==> src/rtl/square_root_stdp.sv <==
// -----------------------------------------------------------------------------
// square_root_stdp
//   16-input STDP synapse array with a single postsynaptic neuron.
//   Every input (16 presynaptic + 1 postsynaptic) keeps a HIST-bit spike
//   history: bit0 is the newest sample, bit n is the sample of age n.
//   One synapse per clock is visited in round-robin order. For that synapse the
//   age of the most recent spike inside a 4-sample window is found for both the
//   pre and post histories. Their difference (dt = age_pre - age_post) selects a
//   weight change from a small lookup, and the result is saturated to 0..15.
//   The result is committed when write is high and both windows hold a spike.
//
// Ports
//   clock                 system clock, rising edge active
//   reset                 asynchronous active-low reset
//   write                 1 = commit the computed weight update
//   postsynapSR0          postsynaptic spike
//   presynapSR1..16       presynaptic spikes for synapses 1..16
//   time_difference       signed dt of the selected synapse (combinational)
//   mux_synapse           registered presynaptic sample, bit i-1 = presynapSRi
//   postreg               postsynaptic spike history
//   preonereg/pretworeg/prethreereg  spike histories of synapses 1..3
//   weight_new            saturated updated weight (combinational)
//   weight_old            current weight of the selected synapse
//   dataArray             weight array, synapse k+1 at [4k+3:4k]
//   select                round-robin synapse index
//   weight_new2           weight_new delayed one cycle
//   time_difference_new   time_difference delayed one cycle
// -----------------------------------------------------------------------------
module square_root_stdp #(
    parameter logic [3:0] W_INIT = 4'd8,
    parameter int         HIST   = 16
) (
    input  logic                 clock,
    input  logic                 reset,
    input  logic                 write,
    input  logic                 postsynapSR0,
    input  logic                 presynapSR1,
    input  logic                 presynapSR2,
    input  logic                 presynapSR3,
    input  logic                 presynapSR4,
    input  logic                 presynapSR5,
    input  logic                 presynapSR6,
    input  logic                 presynapSR7,
    input  logic                 presynapSR8,
    input  logic                 presynapSR9,
    input  logic                 presynapSR10,
    input  logic                 presynapSR11,
    input  logic                 presynapSR12,
    input  logic                 presynapSR13,
    input  logic                 presynapSR14,
    input  logic                 presynapSR15,
    input  logic                 presynapSR16,
    output logic signed [2:0]    time_difference,
    output logic [15:0]          mux_synapse,
    output logic [HIST-1:0]      postreg,
    output logic [HIST-1:0]      preonereg,
    output logic [HIST-1:0]      pretworeg,
    output logic [HIST-1:0]      prethreereg,
    output logic [3:0]           weight_new,
    output logic [3:0]           weight_old,
    output logic [63:0]          dataArray,
    output logic [3:0]           select,
    output logic [3:0]           weight_new2,
    output logic signed [2:0]    time_difference_new
);

    // Index of the lowest set bit of a non-empty 4-bit window (age of newest spike).
    function automatic logic [1:0] lowest_set_idx(input logic [3:0] win);
        logic [1:0] idx;
        if (win[0]) begin
            idx = 2'd0;
        end else if (win[1]) begin
            idx = 2'd1;
        end else if (win[2]) begin
            idx = 2'd2;
        end else begin
            idx = 2'd3;
        end
        return idx;
    endfunction

    logic [15:0]      pre_spikes_s;
    logic [HIST-1:0]  pre_hist_q  [16];
    logic [HIST-1:0]  pre_hist_d  [16];
    logic [HIST-1:0]  post_hist_q;
    logic [HIST-1:0]  post_hist_d;
    logic [15:0]      mux_q;
    logic [3:0]       select_q;
    logic [3:0]       select_d;
    logic [3:0]       weights_q   [16];
    logic [3:0]       weights_d   [16];
    logic [3:0]       weight_new2_q;
    logic signed [2:0] td_new_q;

    logic [3:0]       pre_win_s;
    logic [3:0]       post_win_s;
    logic [1:0]       age_pre_s;
    logic [1:0]       age_post_s;
    logic             valid_s;
    logic signed [2:0] dt_s;
    logic [2:0]       dw_s;
    logic [5:0]       sum_s;
    logic [3:0]       weight_old_s;
    logic [3:0]       weight_new_s;

    assign pre_spikes_s = {presynapSR16, presynapSR15, presynapSR14, presynapSR13,
                           presynapSR12, presynapSR11, presynapSR10, presynapSR9,
                           presynapSR8,  presynapSR7,  presynapSR6,  presynapSR5,
                           presynapSR4,  presynapSR3,  presynapSR2,  presynapSR1};

    // Next-state of the spike histories and the round-robin pointer.
    always_comb begin
        for (int k = 0; k < 16; k++) begin
            pre_hist_d[k] = {pre_hist_q[k][HIST-2:0], pre_spikes_s[k]};
        end
        post_hist_d = {post_hist_q[HIST-2:0], postsynapSR0};
        select_d    = select_q + 4'd1;
    end

    // Spike-age extraction and signed time difference of the selected synapse.
    always_comb begin
        pre_win_s  = pre_hist_q[select_q][3:0];
        post_win_s = post_hist_q[3:0];
        age_pre_s  = lowest_set_idx(pre_win_s);
        age_post_s = lowest_set_idx(post_win_s);
        valid_s    = (pre_win_s != 4'd0) && (post_win_s != 4'd0);
        if (valid_s) begin
            dt_s = $signed({1'b0, age_pre_s}) - $signed({1'b0, age_post_s});
        end else begin
            dt_s = 3'sd0;
        end
    end

    // STDP lookup: smaller |dt| gives a larger change; sign follows dt.
    always_comb begin
        case (dt_s)
            3'b001:  dw_s = 3'b011;  // +1 -> +3
            3'b010:  dw_s = 3'b010;  // +2 -> +2
            3'b011:  dw_s = 3'b001;  // +3 -> +1
            3'b111:  dw_s = 3'b101;  // -1 -> -3
            3'b110:  dw_s = 3'b110;  // -2 -> -2
            3'b101:  dw_s = 3'b111;  // -3 -> -1
            default: dw_s = 3'b000;
        endcase
    end

    // Saturating add; a 6-bit sum exposes both underflow (bit5) and overflow (>15).
    always_comb begin
        weight_old_s = weights_q[select_q];
        sum_s        = {2'b00, weight_old_s} + {{3{dw_s[2]}}, dw_s};
        if (sum_s[5]) begin
            weight_new_s = 4'd0;
        end else if (sum_s > 6'd15) begin
            weight_new_s = 4'd15;
        end else begin
            weight_new_s = sum_s[3:0];
        end
    end

    // Weight commit for the currently selected synapse.
    always_comb begin
        for (int k = 0; k < 16; k++) begin
            weights_d[k] = weights_q[k];
        end
        if (write && valid_s) begin
            weights_d[select_q] = weight_new_s;
        end else begin
            weights_d[select_q] = weights_q[select_q];
        end
    end

    // State registers: histories, pointer, weights and the one-cycle output pipeline.
    always_ff @(posedge clock or negedge reset) begin
        if (!reset) begin
            for (int k = 0; k < 16; k++) begin
                pre_hist_q[k] <= '0;
                weights_q[k]  <= W_INIT;
            end
            post_hist_q   <= '0;
            mux_q         <= 16'd0;
            select_q      <= 4'd0;
            weight_new2_q <= 4'd0;
            td_new_q      <= 3'sd0;
        end else begin
            for (int k = 0; k < 16; k++) begin
                pre_hist_q[k] <= pre_hist_d[k];
                weights_q[k]  <= weights_d[k];
            end
            post_hist_q   <= post_hist_d;
            mux_q         <= pre_spikes_s;
            select_q      <= select_d;
            weight_new2_q <= weight_new_s;
            td_new_q      <= dt_s;
        end
    end

    // Flatten the weight array onto the output bus.
    always_comb begin
        for (int k = 0; k < 16; k++) begin
            dataArray[4*k +: 4] = weights_q[k];
        end
    end

    assign time_difference     = dt_s;
    assign mux_synapse         = mux_q;
    assign postreg             = post_hist_q;
    assign preonereg           = pre_hist_q[0];
    assign pretworeg           = pre_hist_q[1];
    assign prethreereg         = pre_hist_q[2];
    assign weight_new          = weight_new_s;
    assign weight_old          = weight_old_s;
    assign select              = select_q;
    assign weight_new2         = weight_new2_q;
    assign time_difference_new = td_new_q;

endmodule

==> config.mk <==
export PLATFORM = sky130hd
export DESIGN_NAME = square_root_stdp
export DESIGN_NICKNAME = d
export VERILOG_FILES = /design/src/rtl/square_root_stdp.sv
export SDC_FILE = /design/constraint.sdc
export NUM_CORES = 1
export LEC_CHECK = 0
export ABC_AREA = 1
export CAP_MARGIN = 40
export CORE_MARGIN = 1.5
export CORE_UTILIZATION = 47
export CTS_BUF_LIST = sky130_fd_sc_hd__clkbuf_8
export DETAILED_ROUTE_END_ITERATION = 8
export PLACE_DENSITY = 0.9
export SKIP_LAST_GASP = 1
export SLEW_MARGIN = 20
export SYNTH_ARGS = -nofsm -noshare
export SYNTH_HDL_FRONTEND = slang
export SYNTH_SLANG_ARGS = --single-unit
==> constraint.sdc <==
create_clock -name clock -period 5.1 [get_ports clock]
set_clock_uncertainty 0.2 [all_clocks]
set_input_delay 1.02 -clock clock [delete_from_list [all_inputs] [get_ports clock]]
set_output_delay 1.02 -clock clock [all_outputs]
set_load 0.03 [all_outputs]
After elaboration in Yosys (flattened, before gate mapping)
Index checks and enable logic that the tools add are counted.
{"block": "classes", "n_eq_ne": 6, "magnitude_cmp": 3, "bitwise": 1, "div_mod_pow": 0, "n_addsub": 3, "n_reduce_logical": 5, "n_mux": 21, "mul": 0, "shift": 0}
{"op": "bitwise mux 64 bit", "count": 2}
{"op": "binary-select mux 16 bit (select 4 bit)", "count": 1}
{"op": "2-to-1 mux 64 bit", "count": 1}
{"op": "2-to-1 mux 4 bit", "count": 7}
{"op": "one-hot mux 3 bit (6 select lines)", "count": 1}
{"op": "binary-select mux 4 bit (select 4 bit)", "count": 1}
{"op": "demux 4 bit (select 4 bit)", "count": 1}
{"op": "equality test 3 bit (second input constant)", "count": 3}
{"op": "2-to-1 mux 2 bit", "count": 4}
{"op": "nonzero test 4 bit", "count": 2}
{"op": "adder 5 x 3 -> 6 bit", "count": 1}
{"op": "equality test 3 x 2 -> 1 bit (second input constant)", "count": 2}
{"op": "> comparator 6 x 4 -> 1 bit (second input constant)", "count": 1}
{"op": ">= comparator 5 bit (second input constant)", "count": 1}
{"op": "< comparator 5 x 1 -> 1 bit (second input constant)", "count": 1}
{"op": "inverter 4 -> 5 bit", "count": 1}
{"op": "adder 4 x 1 -> 4 bit (second input constant)", "count": 1}
{"op": "equality test 3 x 1 -> 1 bit (second input constant)", "count": 1}
{"op": "logical AND 1 bit", "count": 3}
{"op": "2-to-1 mux 3 bit", "count": 1}
{"op": "subtractor 2 x 2 -> 3 bit", "count": 1}
{"op": "2-to-1 mux 1 bit", "count": 2}
{"block": "totals", "latch_bits": 0, "word_cells": 76, "register_bits": 363, "ramBits": 0, "mem_bits_ro": 0, "memories": 0, "inputBits": 20}

Logic depth before layout (Yosys ltp)
Gate-level depths: netlist of run 1.
{"block": "logic_depth", "depth_word": 17, "depth_mapped": 33, "mapped_depth_nobuf": 30}

Least setup slack after synthesis of run 1
OpenSTA, ideal clock, no wires.
{"block": "synth_path", "path_kind": "register -> output", "from": "register select_q[0] (netlist: select[0])", "to": "output weight_new[0]", "path_stages_with_launch": 29, "arrival_time_ns": 4.676, "setup_slack_ns": -0.796, "n_path_buf": 2, "cell_sequence": "dfrtp_1 -> buf_4 -> buf_4 -> nand2_1 -> nand3_1 -> nand2_1 -> nand2_1 -> nand2_1 -> inv_1 -> nand2_1 -> nand2_1 -> nand2_1 -> ha_1 -> fa_1 -> nor2_1 -> inv_1 -> ha_1 -> or3_1 -> nand4_2 -> inv_1 -> ha_1 -> a21oi_1 -> and2_1 -> inv_1 -> a21oi_1 -> nand2_1 -> nand2_1 -> o21ai_1 -> inv_1"}
{"block": "synth_between", "elab_chain_len": 15, "elab_cells_between_ends": 25, "cone_classes": "add/sub (2); order compare (1); eq/ne (6); mux (13); bitwise (1); reduce/logical (2)"}
{"item": "start: declaration", "line": "88", "source": "logic [3:0] select_q;"}
{"item": "start signal: assignment", "line": "191", "source": "select_q <= select_d;"}
{"item": "inverter 4 -> 5 bit (not written as such) *", "line": "122", "source": "pre_win_s = pre_hist_q[select_q][3:0];"}
{"item": "binary-select mux 16 bit (select 4 bit) *", "line": "122"}
{"item": "2-to-1 mux 4 bit (not written as such) * (2 in series)", "line": "122"}
{"item": "2-to-1 mux 1 bit", "line": "74", "source": "end else if (win[2]) begin"}
{"item": "2-to-1 mux 2 bit", "line": "72", "source": "end else if (win[1]) begin"}
{"item": "2-to-1 mux 2 bit", "line": "70", "source": "if (win[0]) begin"}
{"item": "subtractor 2 x 2 -> 3 bit", "line": "128", "source": "dt_s = $signed({1'b0, age_pre_s}) - $signed({1'b0, age_post_s});"}
{"item": "2-to-1 mux 3 bit *", "line": "127", "source": "if (valid_s) begin"}
{"item": "via time_difference[1]", "line": "53", "source": "output logic signed [2:0] time_difference,"}
{"item": "equality test 3 bit, or another cell as far along", "line": "136", "source": "case (dt_s)"}
{"item": "one-hot mux 3 bit (6 select lines) *", "line": "136"}
{"item": "adder 5 x 3 -> 6 bit *", "line": "150", "source": "sum_s = {2'b00, weight_old_s} + {{3{dw_s[2]}}, dw_s};"}
{"item": "> comparator 6 x 4 -> 1 bit", "line": "153", "source": "end else if (sum_s > 6'd15) begin"}
{"item": "2-to-1 mux 4 bit", "line": "153"}
{"item": "2-to-1 mux 4 bit *", "line": "151", "source": "if (sum_s[5]) begin"}
{"item": "end: declaration", "line": "59", "source": "output logic [3:0] weight_new,"}
Mark *: on every way through the listed nets, which the timed path passes. The rest lies on a longest branch. The select of a mux whose other input is x is not followed.

Final worst setup path of run 1
{"block": "layout_path", "from": "register select_q[0] (netlist: select[0])", "to": "output weight_new[0]"}
{"block": "layout_between", "elab_chain_len": 15, "elab_cells_between_ends": 25, "cone_classes": "add/sub (2); order compare (1); eq/ne (6); mux (13); bitwise (1); reduce/logical (2)"}
{"item": "inverter 4 -> 5 bit (not written as such) *", "line": "122, 149"}
{"item": "binary-select mux 16 bit (select 4 bit)", "line": "122"}
{"item": "2-to-1 mux 4 bit (not written as such) (2 in series)", "line": "122"}
{"item": "2-to-1 mux 1 bit", "line": "74"}
{"item": "2-to-1 mux 2 bit", "line": "72"}
{"item": "2-to-1 mux 2 bit", "line": "70"}
{"item": "subtractor 2 x 2 -> 3 bit", "line": "128"}
{"item": "2-to-1 mux 3 bit", "line": "127"}
{"item": "equality test 3 bit, or another cell as far along", "line": "136"}
{"item": "one-hot mux 3 bit (6 select lines)", "line": "136"}
{"item": "adder 5 x 3 -> 6 bit *", "line": "150"}
{"item": "> comparator 6 x 4 -> 1 bit", "line": "153"}
{"item": "2-to-1 mux 4 bit", "line": "153"}
{"item": "2-to-1 mux 4 bit *", "line": "151"}
Every way passes the cells marked *; elsewhere a longest branch is shown, timed or not. The select of a mux whose other input is x is not followed.

==> results of run 1 <==
## cell usage in the layout (no fill, tap or decap), types with 18 or more instances in the layout
cell / n
clkdlybuf4s50_1: 179
buf_4: 41
dfrtp_1: 173
o21ai_0: 32
clkbuf_8: 18
nand2_2: 24
nand3_1: 28
inv_1: 78
nor2_1: 103
nand2_1: 328
## critical path: cells and delay by family (launching register included)
family	cells	cell delay (ns)
fa+ha+maj	4	1.21
compound gates	2	0.34
simple gates	15	1.40
buf+inv	9	0.80
flops	1	0.47
## cell type report
cell class	instances	share of cell area (%)
flip-flops and latches	191	43.71
multi-input cells	582	25.12
clock buffers	17	2.130
clock inverters	15	1.993
well taps	225	2.562
repair buffers	231	21.17
inverters	93	3.314
## kinds of logic (layout without fill, tap and decap cells)
logic type,after synthesis,after routing,synth area share (%)
AOI/OAI and AO/OA,56,56,3.602
xor gates and xnor gates,4,4,0.4184
and+or+nand+nor,507,507,23.97
DFF,191,191,57.33
adders and majority gates,15,15,2.421
buffers and inverters,187,356,12.26
## path summary, 6_finish.rpt
path                               from            end  cells after the start
setup / recovery              select[0]  weight_new[0]                     30
hold / removal             pretworeg[6]   pretworeg[7]                      0
setup reg to reg              select[0]  dataArray[10]                     32
hold reg to reg            pretworeg[6]   pretworeg[7]                      0
max in group asynchronous         reset  dataArray[47]                      3
min in group asynchronous         reset  pretworeg[12]                      1
## registers in the layout (all words and copies together), names as in the netlist
register,flops
pre_hist_d,40
dataArray,64
preonereg,15
time_difference_new,3
weight_new2,4
prethreereg,15
postreg,16
mux_synapse,15
select,4
pretworeg,15
## per-layer routing
metal	global-route usage, %	wire length, um	up-vias
met1	28.71	8193	3346
met5	0	0	-
met4	11.05	757	0
met2	37.07	10600	407
li1	-	-	3188
met3	6.525	1928	76
## power groups by stage
stage / Sequential, uW / Combinational, uW / Clock [uW]
floorplan: 2600 / 813 / 0
global placement: 2130 / 2190 / 0
detailed placement: 2140 / 2240 / 0
CTS: 2110 / 2270 / 1110
global route: 2150 / 2500 / 1170
finish: 2130 / 2350 / 1090
## per-stage QoR
stage / TNS, ns / instance area (um2) / hold WS, ns / worst slack [ns]
6_report: -3.398 / 10990 / 0.1732 / -0.8607
5_1_grt: -6.291 / 10990 / 0.1720 / -1.067
4_1_cts: -2.695 / 10720 / 0.1704 / -0.6791
3_5_place_dp: -0.7101 / 10230 / 0.1599 / -0.1833
3_3_place_gp: -0.08642 / 10210 / 0.1544 / -0.03302
2_1_floorplan: -0.2440 / 8477 / 0.1537 / -0.06100
## what timing repair did
action	in CTS	in global routing
setup buffers	1	8
pin swaps	4	15
cloned	0	2
resized for setup	6	44
setup endpoints to repair	4	4
==> flow_metrics.tcl, run 1 <==
set metrics [dict create \
    status "finished, violations left" \
    violations "setup timing" \
    fin_cells 1354 \
    synth_area_per_cell_um2 8.721 \
    peakVddDrop_v 0.0003630 \
    grt-ovfl-total 0 \
    final_core_util_pct 63.30 \
    synthTopCellsByArea "dfrtp_1 (52%), nand2_1 (16%), buf_4 (6.1%), dfstp_2 (5.0%), nor2_1 (4.8%)" \
    holdBufCountCts 0 \
    async_reset_ff_share_pct 100.0 \
    clkTransAtPathRegs_ns 0.12 \
    syn-num-nets 995 \
    cp_max_fo 5 \
    clockBufferDepth 2 \
    worstMarginPinSlew_ns 0.5895 \
    maxCapViolCount 0 \
    grt_pass1_vias 6677 \
    clock_sinks 191 \
    synth_edf_count 0 \
    rows 48 \
    dieWidth_um 136.5 \
    synth.most_common_cell "nand2_1" \
    p_int_uw 3260 \
    slew_violations 0 \
    syn_to_final_growth_pct 31.24 \
    p_clk_share_pct 19.6 \
    p_comb_share_pct 42.1 \
    period_share_pct 116.9 \
    cts_tree "done" \
    grt_max_degree 88 \
    syn_inst 960 \
    leakage_uw 0.005339 \
    wirelength_um 21480 \
    crit_path_top_delay_cell "fa_1" \
    synth.distinct_cells 30 \
    coreArea_um2 17360 \
    grt_antenna_before_repair 0 \
    io-pin-count 186 \
    cts_buffers 17 \
    drt_first_pass_iters 6 \
    register_area_um2 4802 \
    finalWorstSetupSlack_ns -0.8607 \
    dp_hpwl_um 14160 \
    num-fill-cells 1333 \
    clockRootBuffer "clkbuf_8" \
    initial_core_util_pct 48.23 \
    max_freq_mhz 167.8 \
    layout.nets 1151 \
    r2r_slack_ns 0.10 \
    clock_latency_ns 0.49 \
    routedWlPerCell_um 15.87 \
    synth_ff_type "dfrtp_1" \
    routabilityCongestion 0.8815 \
    io_buffers 185 \
    cp-start-kind "register" \
    fin_crit_ns 5.961 \
    viasPerCell 5.182 \
    drt-initial-drc-count 750 \
    power_switching_uw 2307 \
    p_per_area_nw_per_um2 506.7 \
    drive_gt1_share_pct 14.79 \
    yosysTopAreaCellShare_pct 52.31 \
    finalHoldViolCount 0 \
    yosys.area.top_type "dfrtp_1" \
    ys_seq_area_share_pct 57.33 \
    multiInputGateArea_um2 2760 \
    power.total_uw 5567 \
    antenna_left 0 \
    diodes 0 \
    ys_ff_latch 191 \
    yosysWarnings 0 \
    critical_path_class "register to primary output" \
    cp-end-kind "primary output" \
    synth_common_cells "nand2_1 (348), dfrtp_1 (175), nor2_1 (106)" \
    drc 0 \
    p_seq_share_pct 38.2 \
    hp-class "register to register" \
    netlist_area_um2 8372 \
    grt_usage_pct 23.09 \
    max_stage_delay_ns 0.58 \
    setup_viol 4 \
    slew-limit-headroom_pct 60.66 \
    die_y_um 136.5 \
    path_common_cell "nand2_2" \
    die_area_um2 18620 \
    grt_pass1_wl_um 33260 \
    cp.arrival_ns 4.74 \
    h-tree-depth 4 \
    worstPathRequired_ns 3.88 \
    swShare_pct 41.44 \
    place_inst 1311 \
    grt_setup_unrepaired "yes" \
    num_vias 7017 \
]
No activity file was read; power rests on OpenSTA's default activity.
==> inputs of run 2 (changes only) <==
--- a/config.mk
+++ b/config.mk
@@ -12,5 +12,5 @@
 export CTS_BUF_LIST = sky130_fd_sc_hd__clkbuf_8
 export DETAILED_ROUTE_END_ITERATION = 8
-export PLACE_DENSITY = 0.9
+export PLACE_DENSITY = 0.89
 export SKIP_LAST_GASP = 1
 export SLEW_MARGIN = 20
--- a/constraint.sdc
+++ b/constraint.sdc
@@ -3,3 +3,3 @@
 set_input_delay 1.02 -clock clock [delete_from_list [all_inputs] [get_ports clock]]
 set_output_delay 1.02 -clock clock [all_outputs]
-set_load 0.03 [all_outputs]
+set_load 0.1 [all_outputs]
==> run 2 against run 1 <==
Effect of this change: cell count is 14% higher; sequential power is 3% higher; count of clock-buffer cells in the layout is 2 higher; via count is 26% higher; the run ends with DRC, setup timing left; setup slack worse by 0.39 ns; core utilization is 17 points higher; clock power is 7% lower; register-to-register slack worse by 0.27 ns; global-route usage is 12 points higher; flip-flop and latch count stayed put; die area stayed put; cell area is 27% higher.
==> flow_metrics.tcl, run 2 (synthesis gave the netlist of run 1 again) <==
set metrics [dict create \
    status "finished, violations left" \
    violations "DRC, setup timing" \
    cp-startpoint "select[0]" \
    clockRootBuffer "clkbuf_8" \
    clock_latency_ns 0.48 \
    p_clk_share_pct 11.0 \
    period_share_pct 124.5 \
    routabilityCongestion 0.9328 \
    clock_sinks 191 \
    initial_core_util_pct 48.23 \
    cp_max_fo 36 \
    largest_reg_flops 64 \
    grt_pass1_vias 8742 \
    maxCapViolCount 0 \
    worstPathRequired_ns 3.88 \
    layout_common_cells "nand2_1 (319), clkdlybuf4s50_1 (173), dfrtp_1 (171)" \
    diodes 0 \
    p_per_area_nw_per_um2 659.7 \
    die_y_um 136.5 \
    cp-end-kind "primary output" \
    peakVddDrop_v 0.0007856 \
    drc 26 \
    worstMarginPinSlew_ns 0.7492 \
    io_buffers 185 \
    crit_path_top_delay_cell "dfrtp_4" \
    routedWlPerCell_um 22.43 \
    clockBufferDepth 2 \
    setup_viol 20 \
    num_vias 8860 \
    p_int_uw 4318 \
    drive_gt1_share_pct 28.58 \
    r2r_cells 31 \
    crit_end "weight_new[0]" \
    slew_violations 0 \
    slew-limit-headroom_pct 49.87 \
    finalWorstSetupSlack_ns -1.251 \
    final_common_cell "nand2_1" \
    dp_hpwl_um 20980 \
    h-tree-depth 4 \
    finalHoldViolCount 0 \
    max_stage_delay_ns 0.57 \
    cp.arrival_ns 5.13 \
    r2r_end "dataArray[5]" \
    die_area_um2 18620 \
    p_seq_share_pct 23.9 \
    grt_max_degree 104 \
    max_freq_mhz 157.5 \
    cp-start-kind "register" \
    fin_crit_ns 6.351 \
    leakage_uw 0.006787 \
    grt_pass1_wl_um 48000 \
    r2r_slack_ns -0.17 \
    p_comb_share_pct 65.1 \
    coreArea_um2 17360 \
    hp-class "register to register" \
    grt-ovfl-total 0 \
    path_common_cell "nand2_1" \
    io-pin-count 186 \
    antenna_left 0 \
    critical_path_class "register to primary output" \
    cts_tree "done" \
    drt-initial-drc-count 1515 \
    grt_usage_pct 35.30 \
    grt_setup_unrepaired "yes" \
    layout.nets 1334 \
    syn_to_final_growth_pct 66.43 \
    viasPerCell 5.764 \
    cts_buffers 17 \
    power_switching_uw 4874 \
    holdBufCountCts 0 \
    swShare_pct 53.03 \
    grt_antenna_before_repair 1 \
    final_core_util_pct 80.28 \
    setup_tns_ns -6.220 \
    drt_first_pass_iters 9 \
    rows 48 \
    dieWidth_um 136.5 \
    worst_r2r_startpoint "select[0]" \
    wirelength_um 34470 \
    num-fill-cells 879 \
    clkTransAtPathRegs_ns 0.11 \
]
-- run 2: cell count changes in the layout (fill, tap and decap cells not counted), sizes merged --
cell	delta
buf	+189
clkdlybuf4s50	-6
clkinvlp	+5
clkinv	-3
inv	-3
nand2	+2
bufinv	-1
-- run 2: per-layer routing --
metal  up-vias  wire (um)  GRT usage [%]
met2       826      16640          58.91
met3       330       4303          12.34
met5         -          8              0
met4         2       2931          24.47
met1      4150      10580          37.30
li1       3552          -              -
-- run 2: layout make-up --
type | count | area, um2 | area share [%]
Timing Repair Buffer | 412 | 5117 | 36.73
Sequential cell | 191 | 4810 | 34.52
Multi-Input combinational cell | 584 | 2937 | 21.08
Inverter | 93 | 384.1 | 2.757
Tap cell | 225 | 281.5 | 2.020
Clock buffer | 19 | 261.5 | 1.877
Clock inverter | 13 | 142.6 | 1.024
-- run 2: how the worst min path moves through the flow --
stage / startpoint / endpoint / slack, ns / cells past startpoint
final: prethreereg[7] / prethreereg[8] / 0.18 / 0
after global routing: prethreereg[7] / prethreereg[8] / 0.18 / 0
after CTS: prethreereg[7] / prethreereg[8] / 0.18 / 0
after detailed placement: pre_hist_d[162] / pre_hist_d[163] / 0.16 / 0
after global placement: preonereg[6] / preonereg[7] / 0.15 / 0
after floorplan: pre_hist_d[99] / pre_hist_d[100] / 0.15 / 0
-- run 2: power groups by stage --
stage | Clock [uW] | Sequential (uW) | Combinational, uW
global route | 1080 | 2210 | 6090
floorplan | 0 | 3990 | 1280
detailed placement | 0 | 2160 | 5490
CTS | 1020 | 2140 | 5620
finish | 1010 | 2200 | 5980
global placement | 0 | 2130 | 4160
-- run 2: critical path, delay by kind of cell, from the launching register on --
family / cells / cell delay (ns)
buffers and inverters: 8 / 1.32
AOI/OAI and AO/OA: 2 / 0.36
adders and majority gates: 2 / 0.50
DFF: 1 / 0.57
and+or+nand+nor: 16 / 1.85
-- run 2: stage by stage --
stage | total power (uW) | worst slack [ns] | hold WS, ns | instance area (um2) | instances
floorplan | 5270 | -0.9414 | 0.1537 | 8567 | 960
global placement | 6284 | -0.2440 | 0.1538 | 10470 | 1327
detailed placement | 7656 | -0.5725 | 0.1597 | 13020 | 1482
CTS | 8781 | -0.9819 | 0.1776 | 13690 | 1531
global route | 9368 | -1.322 | 0.1813 | 13930 | 1537
finish | 9192 | -1.251 | 0.1756 | 13930 | 1537
-- run 2: what timing repair did --
action / in CTS / in global routing
buffers inserted: 15 / 4
pin swaps: 20 / 9
gates cloned: 2 / 2
resized for setup: 34 / 40
endpoints found under the setup margin: 8 / 68
